`src/rtl/cnn_frame_scheduler_if.sv`:
```
// Raster-in / buffer-out / datapath handshake bundle for cnn_frame_scheduler.
interface cnn_frame_scheduler_if #(
  parameter int X_BITS  = 10,
  parameter int Y_BITS  = 10,
  parameter int PIXEL_W = 9,
  parameter int OUT_W   = 16,
  parameter int ADDR_W  = 10
);
  logic [X_BITS-1:0]  screen_x_pos;
  logic [Y_BITS-1:0]  screen_y_pos;
  logic [PIXEL_W-1:0] pixel_in;
  logic               pixel_valid;
  logic               buf_wr_en;
  logic [ADDR_W-1:0]  buf_wr_addr;
  logic [PIXEL_W-1:0] buf_wr_data;
  logic               start;
  logic               product_rdy;
  logic [OUT_W-1:0]   n0_in;
  logic [OUT_W-1:0]   n1_in;
  logic [OUT_W-1:0]   n0;
  logic [OUT_W-1:0]   n1;
  logic               result_valid;
  logic               busy;
  logic               timeout_err;
  logic [7:0]         drop_count;

  modport master (
    output screen_x_pos, screen_y_pos, pixel_in, pixel_valid,
    output product_rdy, n0_in, n1_in,
    input  buf_wr_en, buf_wr_addr, buf_wr_data, start,
    input  n0, n1, result_valid, busy, timeout_err, drop_count
  );

  modport slave (
    input  screen_x_pos, screen_y_pos, pixel_in, pixel_valid,
    input  product_rdy, n0_in, n1_in,
    output buf_wr_en, buf_wr_addr, buf_wr_data, start,
    output n0, n1, result_valid, busy, timeout_err, drop_count
  );
endinterface

```
`src/rtl/cnn_frame_scheduler.sv`:
```
// Captures a raster window into the input buffer, launches one inference,
// then latches the classifier outputs; frames arriving mid-inference are dropped.
module cnn_frame_scheduler #(
  parameter int X_BITS  = 10,
  parameter int Y_BITS  = 10,
  parameter int PIXEL_W = 9,
  parameter int OUT_W   = 16,
  parameter int WIN_X0  = 0,
  parameter int WIN_Y0  = 0,
  parameter int WIN_W   = 28,
  parameter int WIN_H   = 28,
  parameter int ADDR_W  = 10,
  parameter int TIMEOUT = 4095
) (
  input logic                  clock,
  input logic                  reset,
  cnn_frame_scheduler_if.slave bus
);
  localparam logic [1:0] IDLE    = 2'd0;
  localparam logic [1:0] CAPTURE = 2'd1;
  localparam logic [1:0] COMPUTE = 2'd2;

  localparam int               CNT_W     = $clog2(TIMEOUT + 1);
  localparam logic [CNT_W-1:0] TMO_LAST  = CNT_W'(TIMEOUT - 1);
  localparam logic [ADDR_W-1:0] LAST_ADDR = ADDR_W'(WIN_W * WIN_H - 1);
  localparam logic [X_BITS:0]  X_LO = (X_BITS + 1)'(WIN_X0);
  localparam logic [X_BITS:0]  X_HI = (X_BITS + 1)'(WIN_X0 + WIN_W - 1);
  localparam logic [Y_BITS:0]  Y_LO = (Y_BITS + 1)'(WIN_Y0);
  localparam logic [Y_BITS:0]  Y_HI = (Y_BITS + 1)'(WIN_Y0 + WIN_H - 1);

  logic [1:0]         state_q, state_d;
  logic [ADDR_W-1:0]  addr_q, addr_d, base_addr;
  logic               full_q, full_d;
  logic [CNT_W-1:0]   cnt_q, cnt_d;
  logic               wr_en_q, wr_en_d;
  logic [ADDR_W-1:0]  wr_addr_q, wr_addr_d;
  logic [PIXEL_W-1:0] wr_data_q, wr_data_d;
  logic               start_q, start_d;
  logic               rv_q, rv_d;
  logic [OUT_W-1:0]   n0_q, n0_d, n1_q, n1_d;
  logic               terr_q, terr_d;
  logic [7:0]         drop_q, drop_d;
  logic               busy_q;
  logic               fs, in_win, drop_inc;

  assign fs = bus.pixel_valid && (bus.screen_x_pos == '0) && (bus.screen_y_pos == '0);
  assign in_win = bus.pixel_valid
                  && ({1'b0, bus.screen_x_pos} >= X_LO) && ({1'b0, bus.screen_x_pos} <= X_HI)
                  && ({1'b0, bus.screen_y_pos} >= Y_LO) && ({1'b0, bus.screen_y_pos} <= Y_HI);
  assign drop_inc = fs && (drop_q != 8'hFF);

  // full_q marks the cycle the final write is on the bus; COMPUTE (and start) follow it.
  always_comb begin
    state_d   = state_q;
    addr_d    = addr_q;
    full_d    = full_q;
    cnt_d     = cnt_q;
    wr_en_d   = 1'b0;
    wr_addr_d = wr_addr_q;
    wr_data_d = wr_data_q;
    start_d   = 1'b0;
    rv_d      = 1'b0;
    n0_d      = n0_q;
    n1_d      = n1_q;
    terr_d    = terr_q;
    drop_d    = drop_q;
    base_addr = fs ? '0 : addr_q;
    case (state_q)
      IDLE, CAPTURE: begin
        if (state_q == CAPTURE && full_q) begin
          state_d = COMPUTE;
          full_d  = 1'b0;
          start_d = 1'b1;
          cnt_d   = '0;
          if (drop_inc) drop_d = drop_q + 8'd1;
        end else if (fs || state_q == CAPTURE) begin
          state_d = CAPTURE;
          addr_d  = base_addr;
          if (in_win) begin
            wr_en_d   = 1'b1;
            wr_addr_d = base_addr;
            wr_data_d = bus.pixel_in;
            addr_d    = base_addr + 1'b1;
            if (base_addr == LAST_ADDR) full_d = 1'b1;
          end
        end
      end
      COMPUTE: begin
        cnt_d = cnt_q + 1'b1;
        if (drop_inc) drop_d = drop_q + 8'd1;
        if (bus.product_rdy) begin
          n0_d    = bus.n0_in;
          n1_d    = bus.n1_in;
          rv_d    = 1'b1;
          state_d = IDLE;
        end else if (cnt_q == TMO_LAST) begin
          terr_d  = 1'b1;
          state_d = IDLE;
        end
      end
      default: state_d = IDLE;
    endcase
  end

  always_ff @(posedge clock or posedge reset) begin
    if (reset) begin
      state_q   <= IDLE;
      addr_q    <= '0;
      full_q    <= 1'b0;
      cnt_q     <= '0;
      wr_en_q   <= 1'b0;
      wr_addr_q <= '0;
      wr_data_q <= '0;
      start_q   <= 1'b0;
      rv_q      <= 1'b0;
      n0_q      <= '0;
      n1_q      <= '0;
      terr_q    <= 1'b0;
      drop_q    <= '0;
      busy_q    <= 1'b0;
    end else begin
      state_q   <= state_d;
      addr_q    <= addr_d;
      full_q    <= full_d;
      cnt_q     <= cnt_d;
      wr_en_q   <= wr_en_d;
      wr_addr_q <= wr_addr_d;
      wr_data_q <= wr_data_d;
      start_q   <= start_d;
      rv_q      <= rv_d;
      n0_q      <= n0_d;
      n1_q      <= n1_d;
      terr_q    <= terr_d;
      drop_q    <= drop_d;
      busy_q    <= (state_d != IDLE);
    end
  end

  assign bus.buf_wr_en    = wr_en_q;
  assign bus.buf_wr_addr  = wr_addr_q;
  assign bus.buf_wr_data  = wr_data_q;
  assign bus.start        = start_q;
  assign bus.n0           = n0_q;
  assign bus.n1           = n1_q;
  assign bus.result_valid = rv_q;
  assign bus.busy         = busy_q;
  assign bus.timeout_err  = terr_q;
  assign bus.drop_count   = drop_q;
endmodule

```
`src/flat_wrapper.sv`:
```
// flat-port wrapper written by rule: the top's interface ports become plain ports
module cnn_frame_scheduler_flat 
#(
  parameter int X_BITS  = 10,
  parameter int Y_BITS  = 10,
  parameter int PIXEL_W = 9,
  parameter int OUT_W   = 16,
  parameter int WIN_X0  = 0,
  parameter int WIN_Y0  = 0,
  parameter int WIN_W   = 28,
  parameter int WIN_H   = 28,
  parameter int ADDR_W  = 10,
  parameter int TIMEOUT = 4095
)
  (clock, reset, bus_screen_x_pos, bus_screen_y_pos, bus_pixel_in, bus_pixel_valid, bus_product_rdy, bus_n0_in, bus_n1_in, bus_buf_wr_en, bus_buf_wr_addr, bus_buf_wr_data, bus_start, bus_n0, bus_n1, bus_result_valid, bus_busy, bus_timeout_err, bus_drop_count);
  cnn_frame_scheduler_if #(.X_BITS(X_BITS), .Y_BITS(Y_BITS), .PIXEL_W(PIXEL_W), .OUT_W(OUT_W), .ADDR_W(ADDR_W)) bus_i ();
  input logic clock;
  input logic reset;
  input wire logic [$bits(bus_i.screen_x_pos)-1:0] bus_screen_x_pos;
  input wire logic [$bits(bus_i.screen_y_pos)-1:0] bus_screen_y_pos;
  input wire logic [$bits(bus_i.pixel_in)-1:0] bus_pixel_in;
  input wire logic [$bits(bus_i.pixel_valid)-1:0] bus_pixel_valid;
  input wire logic [$bits(bus_i.product_rdy)-1:0] bus_product_rdy;
  input wire logic [$bits(bus_i.n0_in)-1:0] bus_n0_in;
  input wire logic [$bits(bus_i.n1_in)-1:0] bus_n1_in;
  output wire logic [$bits(bus_i.buf_wr_en)-1:0] bus_buf_wr_en;
  output wire logic [$bits(bus_i.buf_wr_addr)-1:0] bus_buf_wr_addr;
  output wire logic [$bits(bus_i.buf_wr_data)-1:0] bus_buf_wr_data;
  output wire logic [$bits(bus_i.start)-1:0] bus_start;
  output wire logic [$bits(bus_i.n0)-1:0] bus_n0;
  output wire logic [$bits(bus_i.n1)-1:0] bus_n1;
  output wire logic [$bits(bus_i.result_valid)-1:0] bus_result_valid;
  output wire logic [$bits(bus_i.busy)-1:0] bus_busy;
  output wire logic [$bits(bus_i.timeout_err)-1:0] bus_timeout_err;
  output wire logic [$bits(bus_i.drop_count)-1:0] bus_drop_count;
  assign bus_i.screen_x_pos = bus_screen_x_pos;
  assign bus_i.screen_y_pos = bus_screen_y_pos;
  assign bus_i.pixel_in = bus_pixel_in;
  assign bus_i.pixel_valid = bus_pixel_valid;
  assign bus_i.product_rdy = bus_product_rdy;
  assign bus_i.n0_in = bus_n0_in;
  assign bus_i.n1_in = bus_n1_in;
  assign bus_buf_wr_en = bus_i.buf_wr_en;
  assign bus_buf_wr_addr = bus_i.buf_wr_addr;
  assign bus_buf_wr_data = bus_i.buf_wr_data;
  assign bus_start = bus_i.start;
  assign bus_n0 = bus_i.n0;
  assign bus_n1 = bus_i.n1;
  assign bus_result_valid = bus_i.result_valid;
  assign bus_busy = bus_i.busy;
  assign bus_timeout_err = bus_i.timeout_err;
  assign bus_drop_count = bus_i.drop_count;
  cnn_frame_scheduler #(.X_BITS(X_BITS), .Y_BITS(Y_BITS), .PIXEL_W(PIXEL_W), .OUT_W(OUT_W), .WIN_X0(WIN_X0), .WIN_Y0(WIN_Y0), .WIN_W(WIN_W), .WIN_H(WIN_H), .ADDR_W(ADDR_W), .TIMEOUT(TIMEOUT)) u_core (.clock(clock), .reset(reset), .bus(bus_i));
endmodule
```
`config.mk`:
```
export PLATFORM = sky130hd
export DESIGN_NAME = cnn_frame_scheduler_flat
export DESIGN_NICKNAME = d
export VERILOG_FILES = /design/src/rtl/cnn_frame_scheduler_if.sv /design/src/rtl/cnn_frame_scheduler.sv /design/src/flat_wrapper.sv
export SDC_FILE = /design/constraint.sdc
export NUM_CORES = 1
export LEC_CHECK = 0
export ABC_CLOCK_PERIOD_IN_PS = 3200
export BUFFER_PORTS_ARGS = -buffer_cell sky130_fd_sc_hd__buf_2
export CELL_PAD_IN_SITES_DETAIL_PLACEMENT = 1
export CELL_PAD_IN_SITES_GLOBAL_PLACEMENT = 1
export CORE_MARGIN = 2
export CORE_UTILIZATION = 33
export DETAILED_ROUTE_END_ITERATION = 8
export PLACE_DENSITY_LB_ADDON = 0.1
export SLEW_MARGIN = 40
export SYNTH_ARGS = -nofsm -noshare
export SYNTH_HDL_FRONTEND = slang
export SYNTH_SLANG_ARGS = --single-unit
```
`constraint.sdc`:
```
create_clock -name clock -period 3.2 [get_ports clock]
set_input_delay 0.64 -clock clock [delete_from_list [all_inputs] [get_ports clock]]
set_output_delay 0.64 -clock clock [all_outputs]
set_load 0.005 [all_outputs]
```
# Yosys cells after proc, flatten, opt, wreduce, memory -nomap -nowiden
# Cells that the tools add are included.
[op_classes]
n_addsub = 3
eq_ne = 6
n_mux = 24
n_reduce_logical = 22
bitwise = 2
magnitude_cmp = 2
[ops]
columns = ["op", "count"]
rows = [
  ["$pmux W12 S2", 1],
  ["$le A10 B5 Y1 const B", 2],
  ["$logic_not A10 Y1", 2],
  ["$mux W10", 2],
  ["$mux W8", 2],
  ["$pmux W8 S2", 1],
  ["$add A12 B1 Y12 const B", 1],
  ["$eq A12 B12 Y1 const B", 1],
  ["$mux W1", 12],
  ["$mux W12", 1],
  ["$add A10 B1 Y10 const B", 1],
  ["$eq A10 B10 Y1 const B", 1],
  ["$reduce_bool A2 Y1", 5],
  ["$add A8 B1 Y8 const B", 1],
  ["$mux W2", 4],
  ["$ne A8 B8 Y1 const B", 1],
  ["$reduce_and A4 Y1", 2],
  ["$logic_and A1 B1 Y1", 6],
  ["$reduce_and A3 Y1", 2],
  ["$pmux W2 S2", 1],
  ["$reduce_and A2 Y1", 2],
  ["$eq A2 B1 Y1 const B", 1],
  ["$eq A2 B2 Y1 const B", 1],
  ["$logic_not A2 Y1", 1],
  ["4 further kinds", 5],
]
[word_totals]
wordCells = 73
output_inout_bits = 64
in_bits = 65
reg_bits = 89

# Longest topological paths before layout
[depth]
depth_word = 9
depth_mapped = 10
ltp_nobuf = 9

# Worst setup path after synthesis
# No wires, ideal clock.
[synth_path]
path_kind = "input to register"
from = "input bus_pixel_valid"
to = "register u_core.addr_q[8]"
t_arrival_ps = 2199
required_ps = 3121
setup_slack_ps = 922
path_buffers = 1
setup_ps = 79
cell_stages = 10
cell_sequence = "nor4b_4 > and3_2 > nand2_1 > clkbuf_1 > nand2_1 > inv_1 > ha_1 > o211ai_1 > nor4_1 > mux2i_1"
[synth_via]
elab_chain_len = 5
word_cells_on_any_way = 9
classes_between = "add/sub (1); mux (2); reduce/logical (6)"
[synth_rtl]
columns = ["item", "line", "text"]
rows = [
  ["from (decl)", "flat_wrapper.sv:22", "input wire logic [$bits(bus_i.pixel_valid)-1:0] bus_pixel_valid;"],
  ["$logic_and A1 B1 Y1 (2 in series)", "cnn_frame_scheduler.sv:46", "assign fs = bus.pixel_valid && (bus.screen_x_pos == '0) && (bus.screen_y_pos == '0);"],
  ["$mux W10", "cnn_frame_scheduler.sv:67", "base_addr = fs ? '0 : addr_q;"],
  ["named net u_core.base_addr[0]", "cnn_frame_scheduler.sv:32", "logic [ADDR_W-1:0] addr_q, addr_d, base_addr;"],
  ["$add A10 B1 Y10", "cnn_frame_scheduler.sv:83", "addr_d = base_addr + 1'b1;"],
  ["$mux W10", "cnn_frame_scheduler.sv:79", "if (in_win) begin"],
  ["to (signal assigned)", "cnn_frame_scheduler.sv:123", "addr_q <= addr_d;"],
  ["to (decl)", "cnn_frame_scheduler.sv:32", ""],
]
# The timed path passes the listed nets, and every way through them passes these cells.
# A chain may end at the register's enable or synchronous reset.

# Worst setup path after layout
[layout_path]
from = "register u_core.state_q[1]"
to = "register u_core.drop_q[1] (netlist: u_core.bus.drop_count[1])"
[layout_via]
elab_chain_len = 4
word_cells_on_any_way = 9
classes_between = "eq/ne (3); mux (1); reduce/logical (5)"
[layout_rtl]
columns = ["item", "line", "text"]
rows = [
  ["from (decl)", "cnn_frame_scheduler.sv:31", "logic [1:0] state_q, state_d;"],
  ["from (signal assigned)", "cnn_frame_scheduler.sv:122", "state_q <= state_d;"],
  ["$eq A2 B1 Y1 / $logic_not A2 Y1 (equally long branches)", "cnn_frame_scheduler.sv:68, cnn_frame_scheduler.sv:70", ""],
  ["$reduce_or A2 Y1 / $logic_and A1 B1 Y1 (equally long branches)", "cnn_frame_scheduler.sv:68, cnn_frame_scheduler.sv:70", ""],
  ["$ne A2 B1 Y1 (no source line) / $reduce_bool A2 Y1 (equally long branches)", "-", ""],
  ["$reduce_and A2 Y1 (no source line)", "-", ""],
  ["to (signal assigned)", "cnn_frame_scheduler.sv:134", "drop_q <= drop_d;"],
  ["to (decl)", "cnn_frame_scheduler.sv:42", "logic [7:0] drop_q, drop_d;"],
]
# Parallel ways exist; a longest one is shown, timed or not.

==> results.sh <==
export IMPL_instances_no_fill=624
export IMPL_die_area_um2=12600
export IMPL_synth_xor_area_share_pct=3.17
export IMPL_fmax_mhz=423
export IMPL_path_depth=5
export IMPL_synthMuxAreaShare_pct=11.0
export IMPL_yosysUniqueCellTypes=44
export IMPL_syn_area_um2=3870
export IMPL_rsz0062_at_grt="no"
export IMPL_cts_tree="yes"
export IMPL_vias=3043
export IMPL_p_per_area_nw_per_um2=458
export IMPL_worstPathArrival_ns=2.59
export IMPL_hold_buffers=0
export IMPL_cts_buffer_depth=2
export IMPL_synth_seq_area_share_pct=57.5
export IMPL_cts_resized=0
export IMPL_yosys_area_share_simple_pct=19.7
export IMPL_crit_path_start_kind="register"
export IMPL_synth_seq_cells=89
export IMPL_yosysWarnings=0
export IMPL_io_pins=129
export IMPL_path_cells="nand3b_1 -> inv_1 -> nor2_1 -> nor4_4 -> mux2_2"
export IMPL_row_count=39
export IMPL_synth_fa_ha_area_share_pct=1.29
export IMPL_dp_cells=608
export IMPL_clock_sinks=89
export IMPL_relSlewSlack_pct=61.3
export IMPL_min_path_type="in2async"
export IMPL_clkLatencyLatePin_ns=0.34
export IMPL_grt_pass1_wl_um=16200
export IMPL_slew_viol_final=0
export IMPL_synth_nets=412
export IMPL_ff2ff_path_depth=5
export IMPL_critPathRequiredTime_ns=3.43
export IMPL_pwr_share_seq_pct=49.4
export IMPL_cp_num_buf_inv=1
export IMPL_crit_fanout=13
export IMPL_cap_violations=0
export IMPL_path_class="reg2reg"
export IMPL_path_delay_family="simple AND/OR/NAND/NOR gates"
export IMPL_initial_utilization_pct=33.9
export IMPL_p_leak_nw=2.70
export IMPL_track_usage_pct=16.1
export IMPL_port_buffer_count=128
export IMPL_via_per_inst=4.88
export IMPL_postCtsSetupBuffers=0
export IMPL_synth_top_family_by_area="simple AND/OR/NAND/NOR gates"
export IMPL_grt_pass1_vias=3205
export IMPL_grt_overflow=0
export IMPL_status="finished, final reports clean"
export IMPL_drive_gt1_share_pct=40.7
export IMPL_async_flop_share_pct=100
export IMPL_fillers=1313
export IMPL_ys_flop_type="dfrtp_1"
export IMPL_fp_dieW_um=112
export IMPL_htree_num_levels=3
export IMPL_synth_cells=343
export IMPL_setup_violations=0
export IMPL_syn_to_final_growth_pct=28.5
export IMPL_finalCritPeriodShare_pct=73.8
export IMPL_fin_crit_ns=2.36
export IMPL_synth_edf_count=0
export IMPL_ir_drop_mv=0.293
export IMPL_clkTransAtPathRegs_ns=0.07
export IMPL_hold_viol=0
export IMPL_grt_start_max_net_pins=45
export IMPL_antenna_found_initial=0
export IMPL_hpwl_um=7010
export IMPL_wl_per_cell_um=15.2
export IMPL_cpPeakStageDelay_ns=0.51
export IMPL_skew_ns=0.00625
export IMPL_firstDrtPassIters=4
export IMPL_clkPwrFrac_pct=47.3
export IMPL_synth_area_per_cell_um2=11.3
export IMPL_die_h_um=112
export IMPL_synth_compound_area_share_pct=4.85
export IMPL_end_kind="register"
export IMPL_setup_tns_ns=0
export IMPL_core_um2=11400
export IMPL_place_gp_congestion=0.772
export IMPL_cp_slowest_cell="dfrtp_1"
export IMPL_tightest_slew_ns=0.578
export IMPL_switching_share_pct=21.4
export IMPL_cts_root_buf="clkbuf_16"
export IMPL_antenna_left=0
export IMPL_p_switching_w=0.000486
export IMPL_combinationalPowerShare_pct=3.3
export IMPL_cts_buffers=9
export IMPL_hold_ws_ns=0.361
export IMPL_intPower_w=0.00179
export IMPL_dr_first_iter_drc_count=120
export IMPL_n_antenna_cell=0
export IMPL_routed_wl_um=9480
export IMPL_drc=0
export IMPL_nets=545
cells by family after synthesis:
family                   Yosys count
AO/OA/AOI/OAI                     31
XOR/XNOR                          14
adder cells (fa/ha/maj)            4
buffers and inverters             20
flip-flops                        89
multiplexers                      38
AND/OR/NAND/NOR                  147
worst register-to-register path, stage by stage (launching register included):
cell      delay (ns)
dfrtp_1         0.51
nand3b_1        0.44
inv_1           0.24
nor2_1          0.18
nor4_4          0.49
mux2_2          0.39
area by class of cell:
type	instances	area (um^2)	area share, %
Sequential cell	89	2230	44.8
Timing Repair Buffer	133	678	13.6
Tap cell	143	179	3.60
Inverter	9	36.3	0.730
Clock inverter	5	63.8	1.28
Multi-Input combinational cell	234	1550	31.1
Clock buffer	11	243	4.88
cells in the mapped netlist, types with 3 or more instances:
library cell | instances | share of area (%)
dfrtp_1 | 89 | 58
nand2_1 | 75 | 7.3
mux2_2 | 35 | 10
nand3_1 | 24 | 3.1
o21ai_0 | 16 | 2.1
xnor2_1 | 11 | 2.5
inv_1 | 8 | 0.78
nand4_1 | 8 | 1.3
and3_1 | 6 | 0.97
a21oi_1 | 5 | 0.65
nor2_1 | 5 | 0.48
nor3_1 | 5 | 0.65
nor4_1 | 5 | 0.81
buf_2 | 4 | 0.52
ha_1 | 4 | 1.3
and4_1 | 3 | 0.68
clkbuf_1 | 3 | 0.29
mux2i_1 | 3 | 0.78
xor2_1 | 3 | 0.68
final timing paths:
kind                                                  startpoint                               endpoint  slack, ns
min reg2reg                u_core.bus.buf_wr_addr[8]$_DFFE_PP0P_  u_core.bus.buf_wr_addr[8]$_DFFE_PP0P_       0.46
min                                                        reset  u_core.bus.buf_wr_addr[4]$_DFFE_PP0P_       0.36
max in group asynchronous                                  reset           u_core.addr_q[2]$_DFFE_PP0P_       2.11
max reg2reg                          u_core.state_q[1]$_DFF_PP0_   u_core.bus.drop_count[1]$_DFFE_PP0P_       0.84
max                                  u_core.state_q[1]$_DFF_PP0_   u_core.bus.drop_count[1]$_DFFE_PP0P_       0.84
min in group clock         u_core.bus.buf_wr_addr[8]$_DFFE_PP0P_  u_core.bus.buf_wr_addr[8]$_DFFE_PP0P_       0.46
state kept, by name, summed over array words and instances, names as in the netlist:
signal                   flops
u_core.bus.busy              1
u_core.bus.start             1
u_core.cnt_q                12
u_core.bus.buf_wr_data       9
u_core.bus.timeout_err       1
u_core.bus.n0               16
u_core.bus.drop_count        8
u_core.state_q               2
u_core.bus.buf_wr_en         1
u_core.bus.n1               16
u_core.full_q                1
u_core.bus.buf_wr_addr      10
u_core.bus.result_valid      1
u_core.addr_q               10
per-stage QoR:
step                area, um^2  utilization, %  total power [W]  worst slack, ns
finish                    4970            43.6          0.00228            0.838
global placement          4670            40.9          0.00122            0.611
global route              4970            43.6          0.00238            0.668
floorplan                 3870               -          0.00117            0.253
CTS                       4970            43.5          0.00232            0.828
detailed placement        4670            40.9          0.00122            0.531
power groups by stage:
stage | combinational [W] | sequential, W | clock, W
after floorplan | 0.0000233 | 0.00115 | 0
final | 0.0000747 | 0.00112 | 0.00108
after detailed placement | 0.0000777 | 0.00115 | 0
after CTS | 0.0000780 | 0.00112 | 0.00112
after global routing | 0.0000864 | 0.00112 | 0.00117
after global placement | 0.0000764 | 0.00115 | 0
placed cells by master (no fill, tap or decap), types with 2 or more instances in the layout:
master,count
nor2_1,5
nor4_4,2
clkinv_4,2
xor2_1,3
o31ai_1,2
ha_1,4
nor3_1,5
or4_1,2
nor4_1,5
inv_1,7
mux2i_1,3
xnor2_1,11
and2_1,2
mux2_2,35
and4_1,3
a21oi_1,5
clkbuf_16,9
nand3_1,24
nor4_2,2
buf_2,128
nand2_1,75
and3_1,6
buf_4,5
o21ai_0,16
nand4_1,8
dfrtp_1,89
layer usage:
metal | global-route usage (%) | part of all wire (%)
met4 | 4.88 | 1.2
met3 | 4.75 | 6.6
met5 | 0 | 0
met2 | 23.9 | 43
met1 | 22.9 | 49
No activity file was read; power rests on OpenSTA's default activity.
